File: src/rtl/fp_mac_pkg.sv
// Shared fp_mac definitions: packed single-precision result layout, result
// flag layout and the exponent constants used by the MAC datapath and benches.
package fp_mac_pkg;

    localparam int FP_EXP_W = 8;
    localparam int FP_MAN_W = 23;
    localparam int BIAS     = (1 << (FP_EXP_W - 1)) - 1;
    localparam int EXP_MAX  = (1 << FP_EXP_W) - 1;

    typedef struct packed {
        logic                sign;
        logic [FP_EXP_W-1:0] exp;
        logic [FP_MAN_W-1:0] frac;
    } fp_res_t;

    typedef struct packed {
        logic ovf;
        logic unf;
        logic inx;
    } fp_flags_t;

endpackage

File: src/rtl/fp_mac_norm_round_if.sv
// Handshake bundle for the normalize/round stage.
//   in_*  : adder-side beat (valid/ready, {carry,sum} magnitude, sign, exp, sticky)
//   out_* : packed IEEE result beat (valid/ready, res, flags)
// master = producer/consumer side (bench or neighbouring stages), slave = the stage.
interface fp_mac_norm_round_if
    import fp_mac_pkg::*;
#(
    parameter int WIDTH = 74,
    parameter int EXP_W = 8,
    parameter int MAN_W = 23
);
    logic                   in_valid;
    logic                   in_ready;
    logic [WIDTH-1:0]       in_sum;
    logic                   in_carry;
    logic                   in_sign;
    logic [EXP_W+1:0]       in_exp;
    logic                   in_sticky;
    logic                   out_valid;
    logic                   out_ready;
    logic [EXP_W+MAN_W:0]   out_res;
    fp_flags_t              out_flags;

    modport master (
        output in_valid, in_sum, in_carry, in_sign, in_exp, in_sticky, out_ready,
        input  in_ready, out_valid, out_res, out_flags
    );

    modport slave (
        input  in_valid, in_sum, in_carry, in_sign, in_exp, in_sticky, out_ready,
        output in_ready, out_valid, out_res, out_flags
    );
endinterface

File: src/rtl/fp_mac_norm_round_lzc.sv
// fp_lzc: leading-zero count of a width-bit word.
//   v   : input word
//   cnt : number of zeros above the most significant set bit (width when v==0)
module fp_lzc
    import fp_mac_pkg::*;
#(
    parameter int width = 75
) (
    input  logic [width-1:0]             v,
    output logic [$clog2(width+1)-1:0]   cnt
);
    localparam int CW = $clog2(width + 1);

    // Ascending scan: the highest set bit is the last one to write cnt.
    always_comb begin
        cnt = CW'(width);
        for (int i = 0; i < width; i++)
            if (v[i]) cnt = CW'(width - 1 - i);
    end
endmodule

File: src/rtl/fp_mac_norm_round.sv
// fp_mac_norm_round: two-stage normalize + round-to-nearest-even + pack.
//   clk, rst_n : clock, async active-low reset
//   bus        : slave side of fp_mac_norm_round_if
//                S1 = leading-zero count and left shift of V = {in_carry, in_sum}
//                S2 = RNE rounding, overflow/underflow/zero handling, IEEE pack
module fp_mac_norm_round
    import fp_mac_pkg::*;
#(
    parameter int WIDTH = 74,
    parameter int EXP_W = 8,
    parameter int MAN_W = 23
) (
    input  logic                 clk,
    input  logic                 rst_n,
    fp_mac_norm_round_if.slave   bus
);
    localparam int LZW = $clog2(WIDTH + 2);
    localparam int EW  = EXP_W + 2;
    localparam int RW  = 1 + EXP_W + MAN_W;
    localparam logic signed [EW-1:0] EMAX = EW'((1 << EXP_W) - 1);

    // ---------------- S1: normalize ----------------
    logic [WIDTH:0]         v, n_nx;
    logic [LZW-1:0]         lz;
    logic signed [EW-1:0]   e_nx;

    assign v    = {bus.in_carry, bus.in_sum};
    assign n_nx = v << lz;
    // in_exp weights bit WIDTH-1; the normalized MSB sits at bit WIDTH, hence +1.
    assign e_nx = bus.in_exp + EW'(1) - EW'(lz);

    fp_lzc #(.width(WIDTH + 1)) u_lzc (.v(v), .cnt(lz));

    logic                   rdy_en;     // holds in_ready low through reset
    logic                   s1_vld, s1_sign, s1_sticky;
    logic [WIDTH:0]         s1_n;
    logic signed [EW-1:0]   s1_e;
    logic                   out_vld;
    logic [RW-1:0]          out_res_q;
    fp_flags_t              out_flg_q;
    logic                   s2_load, s1_load;

    assign s2_load      = !out_vld || bus.out_ready;
    assign s1_load      = rdy_en && (!s1_vld || s2_load);
    assign bus.in_ready = s1_load;

    always_ff @(posedge clk or negedge rst_n) begin
        if (!rst_n) begin
            rdy_en    <= 1'b0;
            s1_vld    <= 1'b0;
            s1_n      <= '0;
            s1_e      <= '0;
            s1_sign   <= 1'b0;
            s1_sticky <= 1'b0;
        end else begin
            rdy_en <= 1'b1;
            if (s1_load) begin
                s1_vld <= bus.in_valid;
                if (bus.in_valid) begin
                    s1_n      <= n_nx;
                    s1_e      <= e_nx;
                    s1_sign   <= bus.in_sign;
                    s1_sticky <= bus.in_sticky;
                end
            end
        end
    end

    // ---------------- S2: round + pack ----------------
    logic [MAN_W-1:0]       frac_in, frac_r;
    logic                   guard, rest, inc, cy;
    logic signed [EW-1:0]   e_f;
    logic [RW-1:0]          res_nx;
    fp_flags_t              flg_nx;

    always_comb begin
        frac_in = s1_n[WIDTH-1 -: MAN_W];
        guard   = s1_n[WIDTH-MAN_W-1];
        rest    = (|s1_n[WIDTH-MAN_W-2:0]) | s1_sticky;
        inc     = guard & (rest | frac_in[0]);
        // Hidden bit is always 1 here, so a carry out of the fraction means
        // 1.11..1 rounded to 10.00..0: fraction wraps to zero, exponent bumps.
        {cy, frac_r} = {1'b0, frac_in} + (MAN_W + 1)'(inc);
        e_f     = s1_e + EW'(cy);
        res_nx  = {s1_sign, e_f[EXP_W-1:0], frac_r};
        flg_nx  = '{ovf: 1'b0, unf: 1'b0, inx: guard | rest};
        if (!s1_n[WIDTH]) begin
            res_nx = {s1_sign, {(RW-1){1'b0}}};
            flg_nx = '{ovf: 1'b0, unf: 1'b0, inx: s1_sticky};
        end else if (e_f >= EMAX) begin
            res_nx = {s1_sign, {EXP_W{1'b1}}, {MAN_W{1'b0}}};
            flg_nx = '{ovf: 1'b1, unf: 1'b0, inx: 1'b1};
        end else if (e_f[EW-1] || e_f == '0) begin
            res_nx = {s1_sign, {(RW-1){1'b0}}};
            flg_nx = '{ovf: 1'b0, unf: 1'b1, inx: 1'b1};
        end
    end

    always_ff @(posedge clk or negedge rst_n) begin
        if (!rst_n) begin
            out_vld   <= 1'b0;
            out_res_q <= '0;
            out_flg_q <= '0;
        end else if (s2_load) begin
            out_vld <= s1_vld;
            if (s1_vld) begin
                out_res_q <= res_nx;
                out_flg_q <= flg_nx;
            end
        end
    end

    assign bus.out_valid = out_vld;
    assign bus.out_res   = out_res_q;
    assign bus.out_flags = out_flg_q;
endmodule

File: src/flat_wrapper.sv
// flat-port wrapper written by rule: the top's interface ports become plain ports
module fp_mac_norm_round_flat import fp_mac_pkg::*;
#(
    parameter int WIDTH = 74,
    parameter int EXP_W = 8,
    parameter int MAN_W = 23
)
  (clk, rst_n, bus_in_valid, bus_in_sum, bus_in_carry, bus_in_sign, bus_in_exp, bus_in_sticky, bus_out_ready, bus_in_ready, bus_out_valid, bus_out_res, bus_out_flags);
  fp_mac_norm_round_if #(.WIDTH(WIDTH), .EXP_W(EXP_W), .MAN_W(MAN_W)) bus_i ();
  input  logic clk;
  input  logic rst_n;
  input wire logic [$bits(bus_i.in_valid)-1:0] bus_in_valid;
  input wire logic [$bits(bus_i.in_sum)-1:0] bus_in_sum;
  input wire logic [$bits(bus_i.in_carry)-1:0] bus_in_carry;
  input wire logic [$bits(bus_i.in_sign)-1:0] bus_in_sign;
  input wire logic [$bits(bus_i.in_exp)-1:0] bus_in_exp;
  input wire logic [$bits(bus_i.in_sticky)-1:0] bus_in_sticky;
  input wire logic [$bits(bus_i.out_ready)-1:0] bus_out_ready;
  output wire logic [$bits(bus_i.in_ready)-1:0] bus_in_ready;
  output wire logic [$bits(bus_i.out_valid)-1:0] bus_out_valid;
  output wire logic [$bits(bus_i.out_res)-1:0] bus_out_res;
  output wire logic [$bits(bus_i.out_flags)-1:0] bus_out_flags;
  assign bus_i.in_valid = bus_in_valid;
  assign bus_i.in_sum = bus_in_sum;
  assign bus_i.in_carry = bus_in_carry;
  assign bus_i.in_sign = bus_in_sign;
  assign bus_i.in_exp = bus_in_exp;
  assign bus_i.in_sticky = bus_in_sticky;
  assign bus_i.out_ready = bus_out_ready;
  assign bus_in_ready = bus_i.in_ready;
  assign bus_out_valid = bus_i.out_valid;
  assign bus_out_res = bus_i.out_res;
  assign bus_out_flags = bus_i.out_flags;
  fp_mac_norm_round #(.WIDTH(WIDTH), .EXP_W(EXP_W), .MAN_W(MAN_W)) u_core (.clk(clk), .rst_n(rst_n), .bus(bus_i));
endmodule
File: config.mk
export PLATFORM = sky130hd
export DESIGN_NAME = fp_mac_norm_round_flat
export DESIGN_NICKNAME = d
export VERILOG_FILES = /design/src/rtl/fp_mac_pkg.sv /design/src/rtl/fp_mac_norm_round_if.sv /design/src/rtl/fp_mac_norm_round_lzc.sv /design/src/rtl/fp_mac_norm_round.sv /design/src/flat_wrapper.sv
export SDC_FILE = /design/constraint.sdc
export NUM_CORES = 1
export LEC_CHECK = 0
export CORE_MARGIN = 5
export CORE_UTILIZATION = 39
export DETAILED_ROUTE_END_ITERATION = 10
export MAX_ROUTING_LAYER = met4
export PLACE_DENSITY_LB_ADDON = 0.08
export REMOVE_ABC_BUFFERS = 1
export SETUP_SLACK_MARGIN = 0.5
export SYNTH_ARGS = -nofsm -noshare
export SYNTH_HDL_FRONTEND = slang
export SYNTH_HIERARCHICAL = 1
export SYNTH_SLANG_ARGS = --single-unit
export TNS_END_PERCENT = 100
File: constraint.sdc
create_clock -name clk -period 5.4 [get_ports clk]
set_input_delay 1.62 -clock clk [delete_from_list [all_inputs] [get_ports clk]]
set_output_delay 1.62 -clock clk [all_outputs]
set_load 0.005 [all_outputs]
# Word level (Yosys, flattened, before mapping)
# Cells that the tools add are included.
# totals
register_bits,125
output_inout_bits,37
word_cells,112
# op_classes
add_sub_neg,4
order_cmp,1
n_shift,1
mux,81
n_bitwise,4
reduce_logical,10
# op_table
operator,count
$mux 7,74
$mux 31,3
$shl 75x7->75,1
$reduce_or 50->1,1
$add 23x1->24,1
$add 10x1->10,1
$add 10x1->10 const B,1
$ge 10x9->1 const B,1
$logic_not 10->1,1
$sub 10x7->10,1
$mux 3,2
$reduce_and 2->1,2
$logic_or 1x1->1,3
$or 1x1->1,3
$logic_not 1->1,2
$mux 2,1
$and 1x1->1,1
$logic_and 1x1->1,1
$mux 1,1

# Depth between registers and ports, before layout
# logic_depth
depth_word,76
depth_mapped,20
depth_no_buf,17

# By module
# The synthesis kept the hierarchy.
# by_module_without_submodules
mod,instances,cells_per_inst,area_each_um2,seq_area_each_um2
fp_mac_norm_round,1,1129,10697.8,3128.0
fp_lzc,1,173,909.6,0.0

# Worst setup path after synthesis
# OpenSTA, ideal clock, no wires.
# synth_timing
kind,in2reg
start,input port bus_in_sum[10]
end,register u_core.s1_e[8]
setup_time_ps,69
arrival_time_ps,5273
path_slack_ps,58
stages,15
path_buffers,2
path_cell_list,or4_1 > o21ai_0 > and3_1 > o2111ai_1 > a31oi_1 > inv_2 > buf_1 > clkbuf_1 > ha_1 > ha_1 > a21oi_1 > o21bai_1 > a311oi_1 > or4b_2 > nand3_1
# synth_via
elab_chain_len,66
# synth_lines
item,line_no,rtl
start: declaration,flat_wrapper.sv:13,input wire logic [$bits(bus_i.in_sum)-1:0] bus_in_sum;
$mux 7 (65 in series),fp_mac_norm_round_lzc.sv:18,if (v[i]) cnt = CW'(width - 1 - i);
named net u_core.lz[3],fp_mac_norm_round.sv:24,logic [LZW-1:0] lz;
$sub 10x7->10,fp_mac_norm_round.sv:30,assign e_nx = bus.in_exp + EW'(1) - EW'(lz);
end signal: assignment,fp_mac_norm_round.sv:61,s1_e <= e_nx;
end: declaration,fp_mac_norm_round.sv:37,logic signed [EW-1:0] s1_e;
# The timed path passes the listed nets, and every way through them passes these cells.
# A chain may end at the register's enable or synchronous reset.

# Worst setup path after layout
# layout_timing
start,input port bus_in_sum[72]
end,register u_core.s1_n[36]
# layout_via
elab_chain_len,4
# layout_lines
item,line_no,rtl
$mux 7 (3 in series),fp_mac_norm_round_lzc.sv:18,
named net u_core.lz[0],fp_mac_norm_round.sv:24,
$shl 75x7->75,fp_mac_norm_round.sv:28,assign n_nx = v << lz;
end signal: assignment,fp_mac_norm_round.sv:60,s1_n <= n_nx;
end: declaration,fp_mac_norm_round.sv:36,logic [WIDTH:0] s1_n;
# The timed path passes the listed nets, and every way through them passes these cells.

==> reports/summary.txt <==
FINAL LAYOUT
--------------------------------------------------------------------------------------
Filler-free cell count of the finished design                                     2132
Most frequent cells in the layout                                         327 x sky130_fd_sc_hd__buf_4, 145 x sky130_fd_sc_hd__nand2_1, 125 x sky130_fd_sc_hd__dfrtp_1, 105 x sky130_fd_sc_hd__nor2_1, 79 x sky130_fd_sc_hd__o21ai_0
Nets                                                                              1839
Ant diodes                                                                           0
Share of post-route cells with drive strength above 1                           0.3657
Leading cell type in the layout, fill and taps excluded                   sky130_fd_sc_hd__buf_4
Area delta synth->final                                                         49.49%

STA
--------------------------------------------------------------------------------------
Fmax achieved                                                               0.2058 GHz
Count of final max-slew check failures                                               0
Relative slew margins                                                           0.3873
Final setup violation count                                                          0
Slew at the pin closest to its max-slew limit                                0.9191 ns
Fin Clk Skew                                                               0.009247 ns
Shortest period the worst path allows                                         4.858 ns
Number of endpoints with negative hold slack in the final report                     0
RSZ-0062 raised after global routing                                               yes
Final period util                                                               0.8997
Worst Slack Setup Final                                                      0.5418 ns

CLOCK NETWORK
--------------------------------------------------------------------------------------
Total CTS buffers                                                                   17
CTS tree                                                                          done
Clock-pin slew on the worst setup and hold paths                               0.06 ns
Number of hold buffers added after CTS                                               0
Number of buffers on the longest clock path                                          2
Source-to-sink clock delay at the later pin of the worst-skew pair             0.42 ns
H-Tree Level Count                                                                   4
Number of sinks on the clock net                                                   125
CTS root buffer                                                           sky130_fd_sc_hd__clkbuf_16

SYNTHESIS
--------------------------------------------------------------------------------------
Most instantiated flip-flop cell in the synthesis netlist                 sky130_fd_sc_hd__dfrtp_1
Yosys warns                                                                          6
Gate count of the mapped netlist                                                  1302
Number of enable flip-flop cells after synthesis                                     0
Syn avg cell area                                                            8.915 µm²
Number of distinct standard cells referenced by the synthesized netlist             88
Main combinational cell family by area after synthesis                    compound AO/OA/AOI/OAI gates
Share of the synthesized area in compound gates (AO/OA/AOI/OAI)                 0.2301
Total of flip-flops plus latches after synthesis                                   125
Share of synthesized flip-flops with an asynchronous set or reset                1.000
Proportion of synthesized chip area in sequential cells                         0.2695
Portion of netlist area occupied by mux cells                                   0.2283
Combined area of all synthesized cells                                     0.01161 mm²
Fraction of the mapped netlist area in adder cells                             0.02113
Share of the synthesized netlist area taken by xor and xnor gates              0.02565
Simple-Gate Fraction of Synth Area                                              0.1726

PWR
--------------------------------------------------------------------------------------
IR Drop Worst-Case VDD                                                        238.9 µV
Leak Pwr                                                                      7.579 nW
Total power density per cell area                                         246.4 mW/mm²

GLOBAL ROUTING
--------------------------------------------------------------------------------------
GR Util All Layers                                                              0.2983
Pin count of the biggest net entering global routing                                72
Initial antenna violation count                                                      0
Wire length of the first global-routing pass                                  74.49 mm
GRT Residual Overflow                                                                0
Via count of the first global-routing pass                                       12510

DETAILED ROUTING
--------------------------------------------------------------------------------------
Final wirelength                                                              49.89 mm
Detailed-route via count                                                         12750
Avg Vias per Cell                                                                5.979
Post-DR wirelength/cell                                                       23.40 µm
Count of TritonRoute iterations in the first routing pass                            5
DR iter-0 viols                                                                   1022
Residual DRC count                                                                   0
Routed Antenna Nets                                                                  0

FLOORPLANNING
--------------------------------------------------------------------------------------
Area enclosed by the die boundary                                          0.03331 mm²
Core area                                                                  0.02948 mm²
Initial standard-cell utilization of the core                                   0.3937
Top Ports                                                                          128
DIE HEIGHT                                                                    182.5 µm
Die boundary width                                                            182.5 µm
Count of standard-cell rows                                                         63

PLACEMENT
--------------------------------------------------------------------------------------
Port Buffer Count                                                                  127
HPWL after detailed placement                                                 39.65 mm
Final weighted congestion of routability-driven global placement                 1.017
Placed instance count                                                             2068
Worst-case setup slack after placement                                      -0.6801 ns

WORST HOLD PATH
--------------------------------------------------------------------------------------
Class of the most critical hold timing path                                 reg -> reg

CRITICAL PATH
--------------------------------------------------------------------------------------
Delay contributed by the slowest stage of the critical path                    0.54 ns
Crit end category                                                            flip-flop
Crit path arrival time                                                         5.16 ns
Setup crit start kind                                                     primary input
Critical-path cell list                                                   buf_6, or4_4, nor2_4, o21ai_4, a2111oi_4, o31ai_4, o21ai_4, buf_8, buf_12, buf_6, mux4_2, mux2_4, mux2i_4, mux2i_4, a222oi_1, inv_1
Worst path required time                                                       5.70 ns
Crit Path Category                                                           in -> reg
Critical Path Fanout Max                                                             8
Slowest cell on the critical path                                         sky130_fd_sc_hd__or4_4

JOB
--------------------------------------------------------------------------------------
Maxcap violations                                                                    0

RUN STATUS
--------------------------------------------------------------------------------------
Status                                                                    finished, final reports clean

==> repair_timing <==
item                       in CTS  in global routing
pin swaps                      36                 44
resized for setup             163                125
gates cloned                    2                  0
setup endpoints to repair      78                 65
setup buffers                  13                 17
==> cell families (layout without fill, tap and decap cells) <==
family | Yosys count | after routing
and+or+nand+nor | 431 | 431
AOI/OAI and AO/OA | 382 | 382
muxes | 186 | 186
DFF | 125 | 125
buffers and inverters | 124 | 564
xor gates and xnor gates | 34 | 34
adders and majority gates | 19 | 19
other | 1 | 1
==> report_power, final <==
group	switching, mW	total, mW	leakage [nW]	internal (mW)
clock network	0.424	1.18	0.291	0.759
logic	0.809	1.73	5.72	0.921
registers	0.198	1.36	1.57	1.16
==> Yosys cell counts, types with 6 or more instances <==
cell type	n	area share
sky130_fd_sc_hd__nor2b_1	7	0.0038
sky130_fd_sc_hd__o221ai_1	8	0.0060
sky130_fd_sc_hd__xor2_1	20	0.015
sky130_fd_sc_hd__a21oi_1	55	0.024
sky130_fd_sc_hd__o21ai_0	92	0.040
sky130_fd_sc_hd__nand2_1	147	0.048
sky130_fd_sc_hd__and3_1	13	0.0070
sky130_fd_sc_hd__inv_1	36	0.012
sky130_fd_sc_hd__dfrtp_1	125	0.27
sky130_fd_sc_hd__mux4_2	35	0.068
sky130_fd_sc_hd__o211ai_1	12	0.0078
sky130_fd_sc_hd__buf_2	17	0.0073
sky130_fd_sc_hd__nor4_1	27	0.015
sky130_fd_sc_hd__a221oi_1	10	0.0075
sky130_fd_sc_hd__clkbuf_1	41	0.013
sky130_fd_sc_hd__mux4_1	14	0.032
sky130_fd_sc_hd__a31oi_1	10	0.0054
sky130_fd_sc_hd__or3_1	6	0.0032
sky130_fd_sc_hd__a22oi_1	16	0.010
sky130_fd_sc_hd__nand4_1	10	0.0054
sky130_fd_sc_hd__nand2b_1	8	0.0043
sky130_fd_sc_hd__a211o_1	6	0.0045
sky130_fd_sc_hd__a21o_1	11	0.0071
sky130_fd_sc_hd__nand3_1	30	0.013
sky130_fd_sc_hd__and2_1	10	0.0054
sky130_fd_sc_hd__nor3_1	35	0.015
sky130_fd_sc_hd__a211oi_1	18	0.012
sky130_fd_sc_hd__buf_1	10	0.0032
sky130_fd_sc_hd__buf_6	10	0.0097
sky130_fd_sc_hd__mux2i_1	81	0.070
sky130_fd_sc_hd__o22a_1	6	0.0045
sky130_fd_sc_hd__nor2_1	115	0.037
sky130_fd_sc_hd__a32o_1	7	0.0060
sky130_fd_sc_hd__mux2_2	50	0.049
sky130_fd_sc_hd__a221o_1	19	0.016
sky130_fd_sc_hd__o22ai_1	30	0.016
sky130_fd_sc_hd__xnor2_1	14	0.011
sky130_fd_sc_hd__ha_1	18	0.019
sky130_fd_sc_hd__a22o_1	24	0.018
==> worst max-delay path: cells and delay by family <==
family	cells	cell delay, ns
AND/OR/NAND/NOR	2	0.66
multiplexers	4	1.16
buffers and inverters	5	0.56
AO/OA/AOI/OAI	5	1.14
==> cell type report <==
cell class	count	area [µm²]
timing repair buffer	493	4323
tap	390	488.0
inverter	39	153.9
multi-input combinational	1053	8648
clock buffer	21	470.5
clock inverter	11	140.1
fill	2697	12130
sequential	125	3128
==> worst paths after layout <==
| kind | startpoint | to | slack, ns | depth (start not counted) |
|---|---|---|---|---|
| setup / recovery | bus_in_sum[72] | u_core/s1_n[36] | 0.54 | 16 |
| hold / removal | u_core/bus.out_res[7] | u_core/bus.out_res[7] | 0.47 | 2 |
| setup reg to reg | u_core/s1_n[58] | u_core/bus.out_flags[0] | 1.19 | 11 |
| hold reg to reg | u_core/bus.out_res[7] | u_core/bus.out_res[7] | 0.47 | 2 |
| max in group asynchronous | rst_n | u_core/s1_n[60] | 3.05 | 2 |
| min in group asynchronous | rst_n | u_core/s1_e[8] | 1.33 | 1 |
==> sequential cells by signal, indices dropped and copies added, names as in the netlist <==
signal,count
u_core/s1_n,75
u_core/bus.out_res,32
u_core/s1_e,10
u_core/bus.out_flags,3
u_core/bus.out_valid,1
u_core/rdy_en,1
u_core/s1_sign,1
u_core/s1_sticky,1
u_core/s1_vld,1
==> routing by layer <==
layer / share of wire / track usage
met2: 0.48 / 0.4774
met1: 0.42 / 0.3843
met5: 0 / -
met4: 0.044 / 0.1249
met3: 0.055 / 0.03588
==> through the flow <==
step,utilization,power (mW),hold slack (ns),area (µm²),TNS [ns]
after global routing,0.5886,4.492,0.5032,17350,0
final,0.5886,4.275,0.4746,17350,0
after global placement,0.5274,2.944,0.4627,15550,-27.78
after detailed placement,0.5274,2.957,0.4694,15550,-27.86
after CTS,0.5708,4.236,0.4821,16830,0
after floorplan,-,2.093,0.4417,11150,-373.90
(Power assumes the default switching activity.)
